## src/rtl/glitc_conf_loader.sv

```systemverilog
// glitc_conf_loader
//   Streams a GLITC bitstream written over WISHBONE onto the shared
//   slave-serial configuration bus. Software pushes 32-bit words into a
//   small first-word-fall-through FIFO. A serializer shifts each word
//   MSB-first on DIN, and the GLITC samples DIN on every CCLK rising edge.
//   The selected GLITC's INIT_B is watched for a CRC error. Its DONE is
//   watched for configuration complete, after which a burst of startup
//   clocks is issued.
//
// Ports
//   clk_i, rst_i        system clock, synchronous active-high reset
//   cyc_i, stb_i, we_i  WISHBONE cycle / strobe / write enable
//   adr_i[4:0]          word address, only [1:0] decoded (0 CTRL, 1 DATA)
//   sel_i[3:0]          byte selects, ignored (full-word access only)
//   dat_i / dat_o       write / read data
//   ack_o, rty_o        acknowledge / retry (DATA write while FIFO full)
//   err_o               always 0
//   CCLK, DIN           shared configuration clock and serial data
//   INIT_B[3:0]         per-GLITC INIT_B (low = CRC error)
//   DONE[3:0]           per-GLITC DONE

module glitc_conf_loader #(
  parameter int FIFO_AW      = 4,
  parameter int CCLK_HALF    = 2,
  parameter int STARTUP_CLKS = 8
) (
  input  logic        clk_i,
  input  logic        rst_i,
  input  logic        cyc_i,
  input  logic        stb_i,
  input  logic        we_i,
  input  logic [4:0]  adr_i,
  input  logic [3:0]  sel_i,
  input  logic [31:0] dat_i,
  output logic [31:0] dat_o,
  output logic        ack_o,
  output logic        rty_o,
  output logic        err_o,
  output logic        CCLK,
  output logic        DIN,
  input  logic [3:0]  INIT_B,
  input  logic [3:0]  DONE
);

  localparam int DEPTH = 1 << FIFO_AW;
  localparam int HCW   = (CCLK_HALF > 1) ? $clog2(CCLK_HALF) : 1;
  localparam int SCW   = (STARTUP_CLKS > 1) ? $clog2(STARTUP_CLKS) : 1;

  typedef enum logic [2:0] {
    S_IDLE,
    S_SHIFT_LO,
    S_SHIFT_HI,
    S_START_LO,
    S_START_HI,
    S_ERROR
  } state_t;

  state_t             r_state;
  logic               r_pend;
  logic [1:0]         r_target;
  logic [1:0]         r_curTarget;
  logic               r_enable;
  logic               r_crcErr;
  logic               r_doneSeen;
  logic               r_doneFlag;
  logic [30:0]        r_shifter;
  logic [4:0]         r_bitCnt;
  logic [HCW-1:0]     r_halfCnt;
  logic [SCW-1:0]     r_startCnt;
  logic [3:0]         r_initMeta, r_initSync;
  logic [3:0]         r_doneMeta, r_doneSync;

  logic [31:0]        r_mem [DEPTH];
  logic [FIFO_AW-1:0] r_wrPtr, r_rdPtr;
  logic [FIFO_AW:0]   r_count;

  logic               w_req, w_isData, w_full, w_empty, w_retry;
  logic               w_push, w_pop, w_ctrlWr, w_flush, w_clrCrc;
  logic               w_busy, w_halfEnd, w_initSel, w_doneSel, w_doneNow;
  logic               w_initErr, w_startWord, w_nextWord;
  logic [31:0]        w_head;
  logic               w_unused;

  // WISHBONE decode. The ack register follows a request by one cycle and is
  // re-gated with cyc/stb so that an aborted cycle never sees a stale ack.
  // A DATA write into a full FIFO answers with retry in the ack slot.
  assign w_req    = cyc_i & stb_i;
  assign w_isData = (adr_i[1:0] == 2'd1);
  assign w_full   = (r_count == (FIFO_AW+1)'(DEPTH));
  assign w_empty  = (r_count == '0);
  assign w_retry  = we_i & w_isData & w_full;
  assign ack_o    = r_pend & w_req & ~w_retry;
  assign rty_o    = r_pend & w_req & w_retry;
  assign err_o    = 1'b0;
  assign w_push   = ack_o & we_i & w_isData;
  assign w_ctrlWr = ack_o & we_i & (adr_i[1:0] == 2'd0);
  assign w_flush  = w_ctrlWr & dat_i[5];
  assign w_clrCrc = w_ctrlWr & dat_i[6];
  assign w_unused = ^{sel_i, adr_i[4:2]};

  // FSM status terms. The active target is latched while idle so that
  // a CTRL write during a transfer only takes effect at the next IDLE.
  assign w_busy      = (r_state != S_IDLE) && (r_state != S_ERROR);
  assign w_halfEnd   = (r_halfCnt == HCW'(CCLK_HALF - 1));
  assign w_initSel   = r_initSync[r_curTarget];
  assign w_doneSel   = r_doneSync[r_curTarget];
  assign w_doneNow   = r_doneFlag | w_doneSel;
  assign w_initErr   = w_busy & ~w_initSel & ~w_doneSel;
  assign w_head      = r_mem[r_rdPtr];
  assign w_startWord = (r_state == S_IDLE) & r_enable & ~w_empty &
                       r_initSync[r_target] & ~w_flush;
  assign w_nextWord  = (r_state == S_SHIFT_HI) & w_halfEnd & (r_bitCnt == 5'd0) &
                       ~w_doneNow & ~w_empty & ~w_initErr & ~w_flush;
  assign w_pop       = w_startWord | w_nextWord;

  // The ack slot lasts one cycle per request. Back-to-back requests with
  // stb held high are acknowledged every other cycle.
  always_ff @(posedge clk_i) begin
    if (rst_i) begin
      r_pend <= 1'b0;
    end else begin
      r_pend <= w_req & ~r_pend;
    end
  end

  // The storage array has no reset. Only the pointers and count define
  // which entries are valid.
  always_ff @(posedge clk_i) begin
    if (w_push) begin
      r_mem[r_wrPtr] <= dat_i;
    end
  end

  // FIFO pointers and occupancy. A flush discards everything queued.
  always_ff @(posedge clk_i) begin
    if (rst_i || w_flush) begin
      r_wrPtr <= '0;
      r_rdPtr <= '0;
      r_count <= '0;
    end else begin
      if (w_push) r_wrPtr <= r_wrPtr + 1'b1;
      if (w_pop)  r_rdPtr <= r_rdPtr + 1'b1;
      case ({w_push, w_pop})
        2'b10:   r_count <= r_count + 1'b1;
        2'b01:   r_count <= r_count - 1'b1;
        default: ;
      endcase
    end
  end

  // Two-flop synchronizers for the asynchronous GLITC status pins.
  always_ff @(posedge clk_i) begin
    if (rst_i) begin
      r_initMeta <= '0;
      r_initSync <= '0;
      r_doneMeta <= '0;
      r_doneSync <= '0;
    end else begin
      r_initMeta <= INIT_B;
      r_initSync <= r_initMeta;
      r_doneMeta <= DONE;
      r_doneSync <= r_doneMeta;
    end
  end

  // Control registers and serializer FSM. CCLK and DIN are registered
  // outputs. DIN is set up at the start of each low half-period, so the
  // GLITC always sees a full half-period of setup before the rising edge.
  // r_shifter holds only the bits still to be presented after the
  // current DIN bit.
  always_ff @(posedge clk_i) begin
    if (rst_i) begin
      r_state     <= S_IDLE;
      CCLK        <= 1'b0;
      DIN         <= 1'b0;
      r_target    <= 2'd0;
      r_curTarget <= 2'd0;
      r_enable    <= 1'b0;
      r_crcErr    <= 1'b0;
      r_doneSeen  <= 1'b0;
      r_doneFlag  <= 1'b0;
      r_shifter   <= '0;
      r_bitCnt    <= '0;
      r_halfCnt   <= '0;
      r_startCnt  <= '0;
    end else begin
      if (w_ctrlWr) begin
        r_target <= dat_i[1:0];
        r_enable <= dat_i[4];
      end
      if (w_clrCrc) begin
        r_crcErr <= 1'b0;
      end

      if (w_flush) begin
        r_state    <= S_IDLE;
        CCLK       <= 1'b0;
        DIN        <= 1'b0;
        r_doneFlag <= 1'b0;
        r_halfCnt  <= '0;
      end else if (w_initErr) begin
        r_state    <= S_ERROR;
        CCLK       <= 1'b0;
        r_crcErr   <= 1'b1;
        r_doneFlag <= 1'b0;
        r_halfCnt  <= '0;
      end else begin
        case (r_state)
          S_IDLE: begin
            CCLK        <= 1'b0;
            r_halfCnt   <= '0;
            r_curTarget <= r_target;
            if (w_startWord) begin
              DIN       <= w_head[31];
              r_shifter <= w_head[30:0];
              r_bitCnt  <= 5'd31;
              r_state   <= S_SHIFT_LO;
            end
          end

          S_SHIFT_LO: begin
            if (w_doneSel) begin
              r_doneFlag <= 1'b1;
              r_doneSeen <= 1'b1;
            end
            if (w_halfEnd) begin
              r_halfCnt <= '0;
              CCLK      <= 1'b1;
              r_state   <= S_SHIFT_HI;
            end else begin
              r_halfCnt <= r_halfCnt + 1'b1;
            end
          end

          S_SHIFT_HI: begin
            if (w_doneSel) begin
              r_doneFlag <= 1'b1;
              r_doneSeen <= 1'b1;
            end
            if (w_halfEnd) begin
              r_halfCnt <= '0;
              CCLK      <= 1'b0;
              if (r_bitCnt != 5'd0) begin
                DIN       <= r_shifter[30];
                r_shifter <= {r_shifter[29:0], 1'b0};
                r_bitCnt  <= r_bitCnt - 1'b1;
                r_state   <= S_SHIFT_LO;
              end else if (w_doneNow) begin
                // The current word is complete, so startup can begin now.
                DIN        <= 1'b1;
                r_doneFlag <= 1'b0;
                r_startCnt <= '0;
                r_state    <= S_START_LO;
              end else if (w_nextWord) begin
                DIN       <= w_head[31];
                r_shifter <= w_head[30:0];
                r_bitCnt  <= 5'd31;
                r_state   <= S_SHIFT_LO;
              end else begin
                DIN     <= 1'b0;
                r_state <= S_IDLE;
              end
            end else begin
              r_halfCnt <= r_halfCnt + 1'b1;
            end
          end

          S_START_LO: begin
            if (w_halfEnd) begin
              r_halfCnt <= '0;
              CCLK      <= 1'b1;
              r_state   <= S_START_HI;
            end else begin
              r_halfCnt <= r_halfCnt + 1'b1;
            end
          end

          S_START_HI: begin
            if (w_halfEnd) begin
              r_halfCnt <= '0;
              CCLK      <= 1'b0;
              if (r_startCnt == SCW'(STARTUP_CLKS - 1)) begin
                // Configuration is finished. Drop enable so that any
                // leftover words are not sent until software re-arms.
                DIN      <= 1'b0;
                r_enable <= 1'b0;
                r_state  <= S_IDLE;
              end else begin
                r_startCnt <= r_startCnt + 1'b1;
                r_state    <= S_START_LO;
              end
            end else begin
              r_halfCnt <= r_halfCnt + 1'b1;
            end
          end

          S_ERROR: begin
            CCLK <= 1'b0;
            if (w_clrCrc) begin
              r_state <= S_IDLE;
            end
          end

          default: r_state <= S_IDLE;
        endcase
      end
    end
  end

  // Read mux: CTRL returns status. DATA and the spare addresses read 0.
  always_comb begin
    dat_o = '0;
    if (adr_i[1:0] == 2'd0) begin
      dat_o[1:0]   = r_target;
      dat_o[4]     = r_enable;
      dat_o[8]     = w_busy;
      dat_o[9]     = r_crcErr;
      dat_o[10]    = r_doneSeen;
      dat_o[11]    = w_empty;
      dat_o[12]    = w_full;
      dat_o[20:16] = 5'(r_count);
    end
  end

endmodule
```

## config.mk

```make
export PLATFORM = sky130hd
export DESIGN_NAME = glitc_conf_loader
export DESIGN_NICKNAME = d
export VERILOG_FILES = /design/src/rtl/glitc_conf_loader.sv
export SDC_FILE = /design/constraint.sdc
export NUM_CORES = 1
export LEC_CHECK = 0
export BUFFER_PORTS_ARGS = -buffer_cell sky130_fd_sc_hd__buf_2
export CORE_MARGIN = 3
export CORE_UTILIZATION = 43
export DETAILED_ROUTE_END_ITERATION = 6
export PLACE_DENSITY_LB_ADDON = 0.1
export SYNTH_ARGS = -nofsm -noshare
export SYNTH_HDL_FRONTEND = slang
export SYNTH_SLANG_ARGS = --single-unit
```

## constraint.sdc

```tcl
create_clock -name clk_i -period 6.7 [get_ports clk_i]
set_clock_uncertainty 0.15 [all_clocks]
set_input_delay 1.34 -clock clk_i [delete_from_list [all_inputs] [get_ports clk_i]]
set_output_delay 1.34 -clock clk_i [all_outputs]
set_load 0.01 [all_outputs]
```

Word-level counts from Yosys, hierarchy flattened
Memory sizes are Yosys's and may differ from the RTL's. A register that Yosys moved wholly into a read port is not among the register bits.
Index checks and enable logic that the tools add are counted.
{"block": "totals", "register_bits": 83, "mem_bits_rw": 512, "output_inout_bits": 37, "wordCells": 199, "memories": 1}
{"block": "op_classes", "addsub": 7, "magnitude_cmp": 2, "eq_ne": 31, "n_mux": 72, "bitwise_logic": 34, "reduce_logical": 30}
{"memory": "r_mem", "words": 16, "word_bits": 32, "read_ports": 1, "rd_ports_with_merged_regs": 1, "write_ports": 1, "line": "73", "rtl": "logic [31:0] r_mem [DEPTH];"}
{"operator": "two-way mux 31 bit", "n": 5}
{"operator": "case mux 31 bit (2 select lines)", "n": 1}
{"operator": "two-way mux 3 bit", "n": 12}
{"operator": "two-way mux 5 bit", "n": 7}
{"operator": "two-way mux 1 bit", "n": 30}
{"operator": "bitwise AND 1 bit", "n": 24}
{"operator": "!= test 3 bit, second input constant", "n": 7}
{"operator": "!= test 2 bit, second input constant", "n": 10}
{"operator": "case mux 5 bit (2 select lines)", "n": 2}
{"operator": "case mux 3 bit (6 select lines)", "n": 1}
{"operator": "AND reduction 6 bit", "n": 3}
{"operator": "logical NOT 5 bit", "n": 2}
{"operator": "nonzero test 2 bit", "n": 5}
{"operator": "OR reduction 2 bit", "n": 5}
{"operator": "subtractor 5 x 1 -> 5 bit, second input constant", "n": 2}
{"operator": "equality test 3 bit, second input constant", "n": 3}
{"operator": "nonzero test 3 bit", "n": 3}
{"operator": "adder 4 x 1 -> 4 bit, second input constant", "n": 2}
{"operator": "two-way mux 2 bit", "n": 4}
{"operator": "two-way mux 4 bit", "n": 2}
{"operator": "NOT 1 bit", "n": 8}
{"operator": "AND reduction 8 bit", "n": 1}
{"operator": "AND reduction 7 bit", "n": 1}
{"operator": "binary-select mux 1 bit (select 2 bit)", "n": 3}
{"operator": "other kinds (24)", "n": 33}

Logic depth before layout (Yosys ltp)
Gate-level depths: netlist of the first run.
{"block": "depth", "depth_word": 16, "ltp_mapped": 17, "mapped_depth_nobuf": 16}

Least setup slack after synthesis of the first run
Ideal clock, no wire load.
{"block": "synth_path", "path_type": "input to register", "from": "in adr_i[1]", "to": "mem r_mem[3][0], enable pin", "arrival_ns": 4.648, "path_slack_ns": 1.441, "path_stages": 4, "path_buffers": 0, "path_cell_list": "nand3b_1 a211oi_1 nand2_1 nor3_1"}
{"block": "synth_via", "elab_chain_len": 9}
{"element": "from (decl)", "line": "32", "rtl": "input logic [4:0] adr_i,"}
{"element": "equality test 2 x 1 -> 1 bit (*)", "line": "88", "rtl": "assign w_isData = (adr_i[1:0] == 2'd1);"}
{"element": "bitwise AND 1 bit (2 in a row)", "line": "91", "rtl": "assign w_retry = we_i & w_isData & w_full;"}
{"element": "NOT 1 bit", "line": "92", "rtl": "assign ack_o = r_pend & w_req & ~w_retry;"}
{"element": "bitwise AND 1 bit", "line": "92"}
{"element": "bitwise AND 1 bit", "line": "95", "rtl": "assign w_push = ack_o & we_i & w_isData;"}
{"element": "bitwise AND 1 bit (*)", "line": "95"}
{"element": "two-way mux 1 bit (*)", "line": "129", "rtl": "if (w_push) begin"}
{"element": "two-way mux 1 bit (not written as such) (*)", "line": "130", "rtl": "r_mem[r_wrPtr] <= dat_i;"}
{"element": "to (decl)", "line": "73"}
Every way passes the cells marked *; elsewhere a longest branch is shown, timed or not.

Worst setup path in the final report of the first run
{"block": "layout_path", "from": "in adr_i[1]", "to": "reg r_count[4]"}
{"block": "layout_via", "elab_chain_len": 13, "elab_cells_between_ends": 19}
{"element": "equality test 2 x 1 -> 1 bit", "line": "88"}
{"element": "bitwise AND 1 bit (2 in a row)", "line": "91"}
{"element": "NOT 1 bit", "line": "92"}
{"element": "bitwise AND 1 bit", "line": "92"}
{"element": "bitwise AND 1 bit", "line": "95, 96"}
{"element": "bitwise AND 1 bit", "line": "96", "rtl": "assign w_ctrlWr = ack_o & we_i & (adr_i[1:0] == 2'd0);"}
{"element": "bitwise AND 1 bit", "line": "97", "rtl": "assign w_flush = w_ctrlWr & dat_i[5];"}
{"element": "NOT 1 bit (no line)"}
{"element": "bitwise AND 1 bit (on tied branches)", "line": "111, 113"}
{"element": "OR 1 bit", "line": "114", "rtl": "assign w_pop = w_startWord | w_nextWord;"}
{"element": "equality test 2 x 1 -> 1 bit / equality test 2 bit (equally long branches)", "line": "143", "rtl": "case ({w_push, w_pop})"}
{"element": "case mux 5 bit (2 select lines) / nonzero test 2 bit (equally long branches)"}
{"element": "to (signal assigned)", "line": "144", "rtl": "2'b10: r_count <= r_count + 1'b1;"}
{"element": "to (signal assigned)", "line": "145", "rtl": "2'b01: r_count <= r_count - 1'b1;"}
{"element": "to (decl)", "line": "75", "rtl": "logic [FIFO_AW:0] r_count;"}
Several ways; a longest one is shown, not always the timed one.
A chain may end at the register's enable or synchronous reset.

==> results of run 1 <==
[state kept, by name, summed over array words and instances, names as in the netlist, 2 cells and up, named ones only]
name         count
r_bitCnt         5
r_count          5
r_curTarget      2
r_doneMeta       4
r_doneSync       4
r_initMeta       4
r_initSync       4
r_mem          512
r_rdPtr          4
r_shifter       31
r_startCnt       3
r_state          3
r_target         2
r_wrPtr          4
[layout by cell type, fill, tap and decap left out, types with 4 or more instances in the layout]
master / synthesis / routed
a21oi_1: 13 / 13
a221o_1: 29 / 29
a22oi_1: 5 / 5
a311oi_1: 4 / 4
and2_1: 10 / 10
and3_1: 4 / 4
buf_2: 17 / 63
buf_4: 23 / 24
clkbuf_1: 42 / 19
clkbuf_16: 0 / 70
clkbuf_8: 0 / 4
clkinv_1: 1 / 4
clkinv_2: 0 / 12
conb_1: 1 / 20
dfxtp_1: 87 / 83
edfxtp_1: 512 / 512
ha_1: 13 / 13
inv_1: 15 / 15
mux2i_1: 14 / 14
mux4_2: 162 / 162
nand2_1: 24 / 24
nand2b_1: 4 / 4
nand3_1: 5 / 5
nand4_1: 5 / 5
nor2_1: 50 / 38
nor2_4: 0 / 12
nor2b_1: 47 / 47
nor3_1: 15 / 11
nor3_2: 1 / 5
nor4_1: 5 / 5
o21ai_0: 8 / 8
or3_1: 4 / 4
xnor2_1: 6 / 6
xor2_1: 9 / 9
[per-layer routing]
| metal | global-route usage [%] | part of all wire (%) | up-vias |
|---|---|---|---|
| met5 | 0 | 0 | - |
| li1 | - | - | 4973 |
| met4 | 4.76 | 1.9 | 0 |
| met3 | 3.37 | 4.1 | 66 |
| met1 | 26.8 | 47 | 5975 |
| met2 | 28.4 | 47 | 230 |
[worst max-delay path, cell delays in order]
cell and delay, ns:
buf_2 0.12, nor2_1 0.48, and3_1 0.41, nand2_1 0.17, o21ai_1 0.27, inv_1 0.12, ha_1 0.33, xor2_1 0.19
ha_1 0.23, o21a_1 0.17, o22a_1 0.19, a21oi_1 0.17, xor2_1 0.09, or3_1 0.32, a21oi_1 0.14
[path summary, 6_finish.rpt]
kind	from	endpoint
setup / recovery	adr_i[1]	r_count[4]$_SDFFE_PP0P_
hold / removal	r_doneMeta[0]$_SDFF_PP0_	r_doneSync[0]$_SDFF_PP0_
setup reg to reg	r_bitCnt[0]$_SDFFE_PP0P_	r_count[4]$_SDFFE_PP0P_
hold reg to reg	r_doneMeta[0]$_SDFF_PP0_	r_doneSync[0]$_SDFF_PP0_
[where the power goes]
part	internal, W	switching (W)	total (W)
sequential	0.00407	0.0000525	0.00413
combinational	0.000147	0.000282	0.000429
clock	0.00208	0.00142	0.00349
total	0.00630	0.00175	0.00805
[area by class of cell]
class	count	area, sq um
antenna	2	5.00
clock buffer	93	1880
clock inverter	24	218
fill	4339	26600
inverter	16	60.1
multi-input combinational	500	5990
sequential	599	17100
tap	688	861
timing repair buffer	88	515
[per-stage QoR]
stage / instance area (sq um) / hold slack, ns
after CTS: 26600 / 0.290
final: 26700 / 0.284
after detailed placement: 24600 / 0.273
after global placement: 24600 / 0.273
after global routing: 26600 / 0.297
after floorplan: 23500 / 0.263
[kinds of logic after synthesis]
| kind of cell | Yosys count |
|---|---|
| AO/OA/AOI/OAI | 90 |
| XOR/XNOR | 15 |
| adder cells (fa/ha/maj) | 13 |
| buffers and inverters | 103 |
| flip-flops | 599 |
| multiplexers | 177 |
| other | 1 |
| AND/OR/NAND/NOR | 185 |
==> flow_summary.ini, run 1 <==
[synthesis]
async_reset_ff_share_pct = 0
ys.flop_type = edfxtp_1
synth-simple-area-share_pct = 4.16
yosysUniqueCellTypes = 63
synth_most_common_cell = edfxtp_1
yosys.area_share.xor_xnor_pct = 0.560
synthAdderAreaFrac_pct = 0.694
synthesis.area_sq_um = 23400
synth.mux.area_fraction_pct = 16.2
synthTopCellsByArea = edfxtp_1 (66%), mux4_2 (16%), dfxtp_1 (7.4%)
syn_inst = 1183
synth_seq_cells = 599
synth_edf_count = 512
synth.top_cells.by_count = edfxtp_1 (512), mux4_2 (162), dfxtp_1 (87), nor2_1 (50), nor2b_1 (47)
post-synth-top-area-cell = edfxtp_1
netlist.area_leader.share_pct = 65.6
yosysSeqAreaShare_pct = 73.0
synth-compound-area-share_pct = 3.11
yosys_warnings = 0
avgSynthCellArea_sq_um = 19.8
synth_top_family_by_area = multiplexers

[final_layout]
drive_gt1_share_pct = 28.3
nNetsFinal = 1338
stdcell_count = 2010
fin_util_pct = 50.0
syn_to_final_growth_pct = 13.7

[cts]
cts_resized = 0
cts_root_buf = clkbuf_16
clock_latency_ns = 0.58
cts_buffers = 66
cts.sinks = 599
hold_buffers = 0
clockBufferDepth = 3
post-cts-setup-buffer-count = 0
cts.reportedPaths.clkPinSlew_ns = 0.05
cts_tree = yes
cts_max_level = 3

[power_and_ir_drop]
peakVddDrop_uv = 236
finalPower_w = 0.00805
leakage_nw = 8.42
p_per_area_nw_per_um2 = 302

[place]
dp_cells = 1891
gp_congestion = 0.832
pre_cts_ws_ns = 1.76
io_buffers = 63
hpwlAfterDp_mm = 27.3

[flow_run]
cap_violations = 0

[routing]
routedWlPerCell_microns = 25.3
drtIter0Drc = 786
routed_wl_mm = 50.8
drt.antenna.violating_nets = 0
vias = 11200
viasPerCell = 5.59
drc = 0
first_pass_iters = 5

[die]
fp.dieW_microns = 239
start_util_pct = 44.0
dieArea_sq_um = 57400
core_sq_um = 53300
pin_count = 91
rows = 84
fp.dieH_microns = 239

[sta]
max_freq_mhz = 228
fin_crit_sh_pct = 65.6
finalHoldViolCount = 0
setup_violations = 0
rsz0062_at_grt = no
min_period_ns = 4.39
worst_slew_pin_slew_ns = 1.10
setup_ws_ns = 2.31
finalSetupTns_ns = 0
drv_slew = 0
relSlewSlack_pct = 26.5

[status]
status = completed

[worst_hold_path]
min_path_type = reg -> reg
holdPathStages = 1

[worst_setup_path]
worstPathRequired_ns = 7.04
critPathLaunchType = input pin
critPathCaptureType = flop
ff2ff_setup_slack_ns = 2.36
cp_max_fo = 14
crit_arrival_ns = 4.73
rr_worst_depth = 16
path_class = in -> reg

[grt]
grt_usage_pct = 18.2
grt_pass1_wl_mm = 76.4
grt_pass1_vias = 11700
grt_max_degree = 86
grt_overflow = 0
antenna_found_initial = 3
Note: power is estimated with default switching activity, not from simulation.
==> run 2, diff against run 1 <==
Settings changed: ABC_AREA set to 1.
Clock period 6.7 ns to 3.65 ns, I/O delays scaled along.
==> run 2 against run 1 <==
  * First-iteration DRC count up 69%
  * Global-route usage up 2.4 points
  * Wire length up 22%
  * Synthesized cell count up 83%
  * Count of clock-buffer cells in the layout down 11
  * Total power up 94%
  * Via count up 43%
  * Sequential power up 86%
  * Worst hold slack worse by 0.083 ns
  * Clock power up 86%
==> flow_summary.ini, run 2 <==
[worst_setup_path]
critPathCaptureType = flop
cp_max_fo = 8
path_delay_family = simple AND/OR/NAND/NOR gates
rr_worst_depth = 18
critical_path_depth = 18
worstPathRequired_ns = 4.01
crit_arrival_ns = 3.30
crit_top_cell = nand2_1
critPathLaunchType = flop
cpMaxStageDelayCell = dfxtp_1
path_cells = inv_1 > ha_1 > nand3_4 > nor2_2 > nand2_1 > nor2_1 > nand3_2 > nand2_2 > ha_1 > xor2_1 > ha_1 > a21o_1 > nand2_1 > nand2_1 > a21oi_1 > xor2_1 > nand2_1 > a21oi_1
max_stage_delay_ns = 0.29
path_class = reg -> reg
cp_num_buf_inv = 1

[synthesis]
yosys.area_share.xor_xnor_pct = 0.249
syn_inst = 2160
synthAdderAreaFrac_pct = 0.660
avgSynthCellArea_sq_um = 11.4
async_reset_ff_share_pct = 0
synth.mux.area_fraction_pct = 0
synthesis.area_sq_um = 24600
post-synth-top-area-cell = edfxtp_1
yosys_warnings = 0
ys.flop_type = edfxtp_1
synth-compound-area-share_pct = 10.7
synth_top_family_by_area = simple AND/OR/NAND/NOR gates
yosysUniqueCellTypes = 45
netlist.area_leader.share_pct = 62.4
yosysSeqAreaShare_pct = 69.5
synthTopCellsByArea = edfxtp_1 (62%), nor2_1 (8.4%), dfxtp_1 (7.1%)
synth.top_cells.by_count = nor2_1 (548), edfxtp_1 (512), o21ai_0 (188), nand3_1 (115), o21ai_1 (113)
synth_most_common_cell = nor2_1
synth-simple-area-share_pct = 14.4
synth_seq_cells = 599
synth_edf_count = 512

[grt]
grt_usage_pct = 20.6
grt_overflow = 0
grt_pass1_wl_mm = 94.0
antenna_found_initial = 6
grt_max_degree = 218
grt_pass1_vias = 15500

[cts]
cts_tree = yes
cts.sinks = 599
post-cts-setup-buffer-count = 0
clock_latency_ns = 0.59
cts.reportedPaths.clkPinSlew_ns = 0.06
cts_root_buf = clkbuf_16
clockBufferDepth = 3
cts_max_level = 3
cts_buffers = 66
hold_buffers = 0
cts_resized = 0

[routing]
routedWlPerCell_microns = 20.5
drc = 0
viasPerCell = 5.30
routed_wl_mm = 62.1
drt.antenna.violating_nets = 0
vias = 16100
first_pass_iters = 5
drtIter0Drc = 1327

[sta]
min_period_ns = 2.93
rsz0062_at_grt = no
setup_violations = 0
finalSetupTns_ns = 0
fin_crit_sh_pct = 80.3
setup_ws_ns = 0.718
max_freq_mhz = 341
fin_hold_ws_ns = 0.200
drv_slew = 0
worst_slew_pin_slew_ns = 1.30
finalHoldViolCount = 0
relSlewSlack_pct = 13.3

[place]
hpwlAfterDp_mm = 34.1
gp_congestion = 0.800
io_buffers = 63
pre_cts_ws_ns = 0.394
post_dp_cell_area_sq_um = 26000

[die]
fp.dieH_microns = 245
rows = 87
dieArea_sq_um = 60200
fp.dieW_microns = 245
start_util_pct = 43.6
pin_count = 91
core_sq_um = 56500

[flow_run]
cap_violations = 0

[final_layout]
drive_gt1_share_pct = 12.4
num-fill-cells = 4968
syn_to_final_growth_pct = 14.1
finalInstanceArea_sq_um = 28100
reg_top3 = r_mem: 512 flops, r_shifter: 31 flops
final_cell_mix = nor2_1 (532), edfxtp_1 (512), o21ai_0 (188)
layout_commonest_cell = nor2_1
largest_register = r_mem
largest_reg_flops = 512
nNetsFinal = 2290

[status]
status = completed

[power_and_ir_drop]
p_per_area_nw_per_um2 = 555
finalPower_w = 0.0156
leakage_nw = 9.64
peakVddDrop_uv = 423

[worst_hold_path]
min_path_type = in -> reg
holdPathStages = 3
==> run 2: cell count changes in the layout (fill, tap and decap cells not counted), moves of 29 or more <==
| cell | change |
|---|---|
| a21oi_1 | +47 |
| inv_1 | +76 |
| o211ai_1 | +92 |
| nor2_1 | +494 |
| mux4_2 | -162 |
| a221o_1 | -29 |
| nand2_1 | +65 |
| nor2b_1 | -47 |
| o21ai_0 | +180 |
| nand3_1 | +110 |
| o21ai_1 | +112 |
==> run 2: layout make-up <==
class	count	area [sq um]	share of cell area [%]
diodes	1	2.50	0.00890
clock buffers	82	1730	6.16
clock inverters	38	379	1.35
inverters	99	377	1.34
multi-input cells	1334	6600	23.5
flip-flops and latches	599	17100	60.9
well taps	756	946	3.36
repair buffers	123	953	3.39
==> run 2: path summary, 6_finish.rpt <==
kind,from,endpoint,slack (ns)
max,r_bitCnt[0]$_SDFFE_PP0P_,r_count[4]$_SDFFE_PP0P_,0.72
min,INIT_B[3],r_initMeta[3]$_SDFF_PP0_,0.20
max reg2reg,r_bitCnt[0]$_SDFFE_PP0P_,r_count[4]$_SDFFE_PP0P_,0.72
min reg2reg,r_doneMeta[1]$_SDFF_PP0_,r_doneSync[1]$_SDFF_PP0_,0.25
==> run 2: power by group <==
group / internal, W / switching, W / total (W)
Combinational: 0.000443 / 0.000993 / 0.00144
Clock: 0.00382 / 0.00267 / 0.00649
Sequential: 0.00757 / 0.000114 / 0.00769
==> run 2: logic make-up (layout without fill, tap and decap cells) <==
group	Yosys count	after routing
AND/OR/NAND/NOR	823	823
flip-flops	599	599
AO/OA/AOI/OAI	471	471
buffers and inverters	246	342
adder cells (fa/ha/maj)	13	13
XOR/XNOR	7	7
other	1	21
==> run 2: stage by stage <==
step / util (%) / instances
floorplan: - / 2179
global placement: 46.0 / 2911
detailed placement: 46.0 / 2911
CTS: 49.8 / 3031
global route: 49.8 / 3031
finish: 49.8 / 3032
==> run 2: metal layers <==
layer  share of wire [%]  track usage [%]  wire length [microns]  up-vias
met2                  47             33.3                  29100      391
li1                    -                -                      -     7714
met4                 2.0             6.08                   1260        6
met5               0.066                0                     41        -
met1                  45             28.6                  28200     7876
met3                 5.7             3.83                   3550       92
==> run 2: tightest hold or removal path, stage by stage <==
cell and delay [ns]:
buf_2 0.07, inv_1 0.03, nor2_1 0.06
==> run 3, diff against run 2 <==
Clock period 3.65 ns to 2.6 ns, I/O delays scaled along.
==> run 3 against run 2 <==
  * Worst hold slack worse by 0.061 ns
  * Count of clock-buffer cells in the layout up 21
  * Final area up 3.6%
  * Final cell count up 2.5%
  * The flow now finishes with violations (design-rule violations)
  * First-iteration DRC count down 12%
  * Register-to-register slack worse by 0.63 ns
  * Sequential power up 40%
==> flow_summary.ini, run 3 (synthesis results as in run 2) <==
[grt]
grt_overflow = 0
met2_usage_pct = 33.6
grt_max_degree = 124
grt_pass1_wl_mm = 97.1
groute.layer.met3.usage_pct = 3.61
grt_pass1_vias = 16100
grt_use_met1_pct = 30.5
busiest_layer = met2
antenna_found_initial = 3
grt_usage_pct = 21.2

[power_and_ir_drop]
p_per_area_nw_per_um2 = 751
p_int_w = 0.0166
p_sw_w = 0.00528
peakVddDrop_uv = 527
comb_power_share_pct = 11.1
seqPwrFrac_pct = 49.3
swShare_pct = 24.1
pwr-share-clk_pct = 39.6
leakage_nw = 10.1

[cts]
cts_root_buf = clkbuf_16
cts.sinks = 599
clock_latency_ns = 0.58
cts.reportedPaths.clkPinSlew_ns = 0.06
cts_tree = yes
cts_buffers = 66
clockBufferDepth = 3
cts_max_level = 3

[die]
pin_count = 91
start_util_pct = 43.6
rows = 87
fp.dieW_microns = 245
dieArea_sq_um = 60200
fp.dieH_microns = 245
core_sq_um = 56500

[place]
dp_cells = 2975
io_buffers = 63
hpwlAfterDp_mm = 36.0
gp_congestion = 0.764

[routing]
routedWlPerCell_microns = 20.4
drt.antenna.violating_nets = 0
viasPerCell = 5.25
drc = 2
drtIter0Drc = 1173
vias = 16300
first_pass_iters = 7
routed_wl_mm = 63.4

[final_layout]
largest_reg_flops = 512
drive_gt1_share_pct = 15.9
syn_to_final_growth_pct = 18.2
nNetsFinal = 2366
final_cell_mix = nor2_1 (528), edfxtp_1 (512), o21ai_0 (188)
num-fill-cells = 4923
register_area_sq_um = 17100
layout_commonest_cell = nor2_1
multi_input_area_sq_um = 6720
reg_top3 = r_mem: 512 flops, r_shifter: 31 flops
fin_util_pct = 51.5
stdcell_count = 3107
largest_register = r_mem

[worst_setup_path]
crit_arrival_ns = 2.88
critPathCaptureType = flop
cp_num_buf_inv = 1
cp_max_fo = 4
cpMaxStageDelayCell = dfxtp_1
worstPathRequired_ns = 2.97
path_delay_family = simple AND/OR/NAND/NOR gates
path_class = reg -> reg
max_stage_delay_ns = 0.31
critPathLaunchType = flop
path_cells = inv_1 > nand3_1 > nand3_1 > a21oi_2 > nand2_4 > nand2_4 > ha_4 > xor2_2 > ha_2 > a21o_1 > nand2_1 > nand2_1 > a21oi_2 > xor2_1 > nand2_1 > a21oi_2

[sta]
min_period_ns = 2.51
drv_slew = 0
finalHoldViolCount = 0
finalSetupTns_ns = 0
fin_crit_sh_pct = 96.6
worst_slew_pin_slew_ns = 0.644
relSlewSlack_pct = 57.1
max_freq_mhz = 398
rsz0062_at_grt = yes
setup_violations = 0

[status]
status = complete, but fails checks
violations = design-rule violations

[flow_run]
cap_violations = 0

[worst_hold_path]
min_path_type = in -> reg
==> run 3: cell count changes in the layout (fill, tap and decap cells not counted), moves of 4 or more <==
cell / previous run / this run
dlygate4sd3_1: 0 / 8
nand2_1: 89 / 84
buf_12: 15 / 46
buf_4: 45 / 81
clkbuf_8: 0 / 7
nor2_1: 532 / 528
inv_2: 6 / 10
clkbuf_1: 15 / 28
dfxtp_1: 83 / 79
clkinv_1: 16 / 5
bufinv_16: 6 / 0
==> run 3: final timing paths <==
path	to	from	slack (ns)	cells after the start
worst max-delay path	r_count[4]$_SDFFE_PP0P_	r_count[4]$_SDFFE_PP0P_	0.09	16
worst min-delay path	r_pend$_SDFF_PP0_	stb_i	0.14	4
worst max register to register	r_count[4]$_SDFFE_PP0P_	r_count[4]$_SDFFE_PP0P_	0.09	16
worst min register to register	r_initSync[1]$_SDFF_PP0_	r_initMeta[1]$_SDFF_PP0_	0.25	2
==> run 3: layout make-up <==
class	instances	area share, %
Tap cell	756	3.25
Multi-Input combinational cell	1334	23.1
Timing Repair Buffer	199	6.65
Clock buffer	103	6.54
Sequential cell	599	58.9
Clock inverter	16	0.322
Inverter	99	1.29
Antenna cell	1	0.00860
==> run 3: per-layer routing <==
metal,wire length (microns),vias to the layer above
met3,2920,97
met2,29100,357
met1,30100,7993
met5,27,-
met4,1260,4
li1,-,7863
==> run 3: power groups by stage <==
stage	clock network, W	registers, W	logic (W)
after floorplan	0	0.0109	0.00150
after global placement	0	0.0109	0.00230
after detailed placement	0	0.0110	0.00233
after CTS	0.00887	0.0108	0.00237
after global routing	0.00925	0.0108	0.00269
final	0.00866	0.0108	0.00244
==> run 3: worst min-delay path: stages <==
cell and delay (ns):
buf_2 0.10, nand2_1 0.06, buf_4 0.11, nor3_1 0.04
==> run 3: repair_timing <==
item / CTS / global route
endpoints found under the setup margin: 1 / 5
resized for setup: 8 / 27
pin swaps: 1 / 7
endpoints found under the hold margin: 8 / 0
setup buffers: 0 / 4
cloned: 0 / 0
hold buffers: 8 / 0
==> run 3: through the flow <==
stage                     hold slack, ns  setup WS [ns]  total power [W]  cell area [sq um]
after floorplan                    0.238         -0.261           0.0124              24800
after global placement             0.248         -0.234           0.0133              26900
after detailed placement           0.246         -0.300           0.0133              26900
after CTS                          0.106      0.0000548           0.0220              29000
after global routing               0.121        -0.0682           0.0227              29100
final                              0.139         0.0879           0.0219              29100
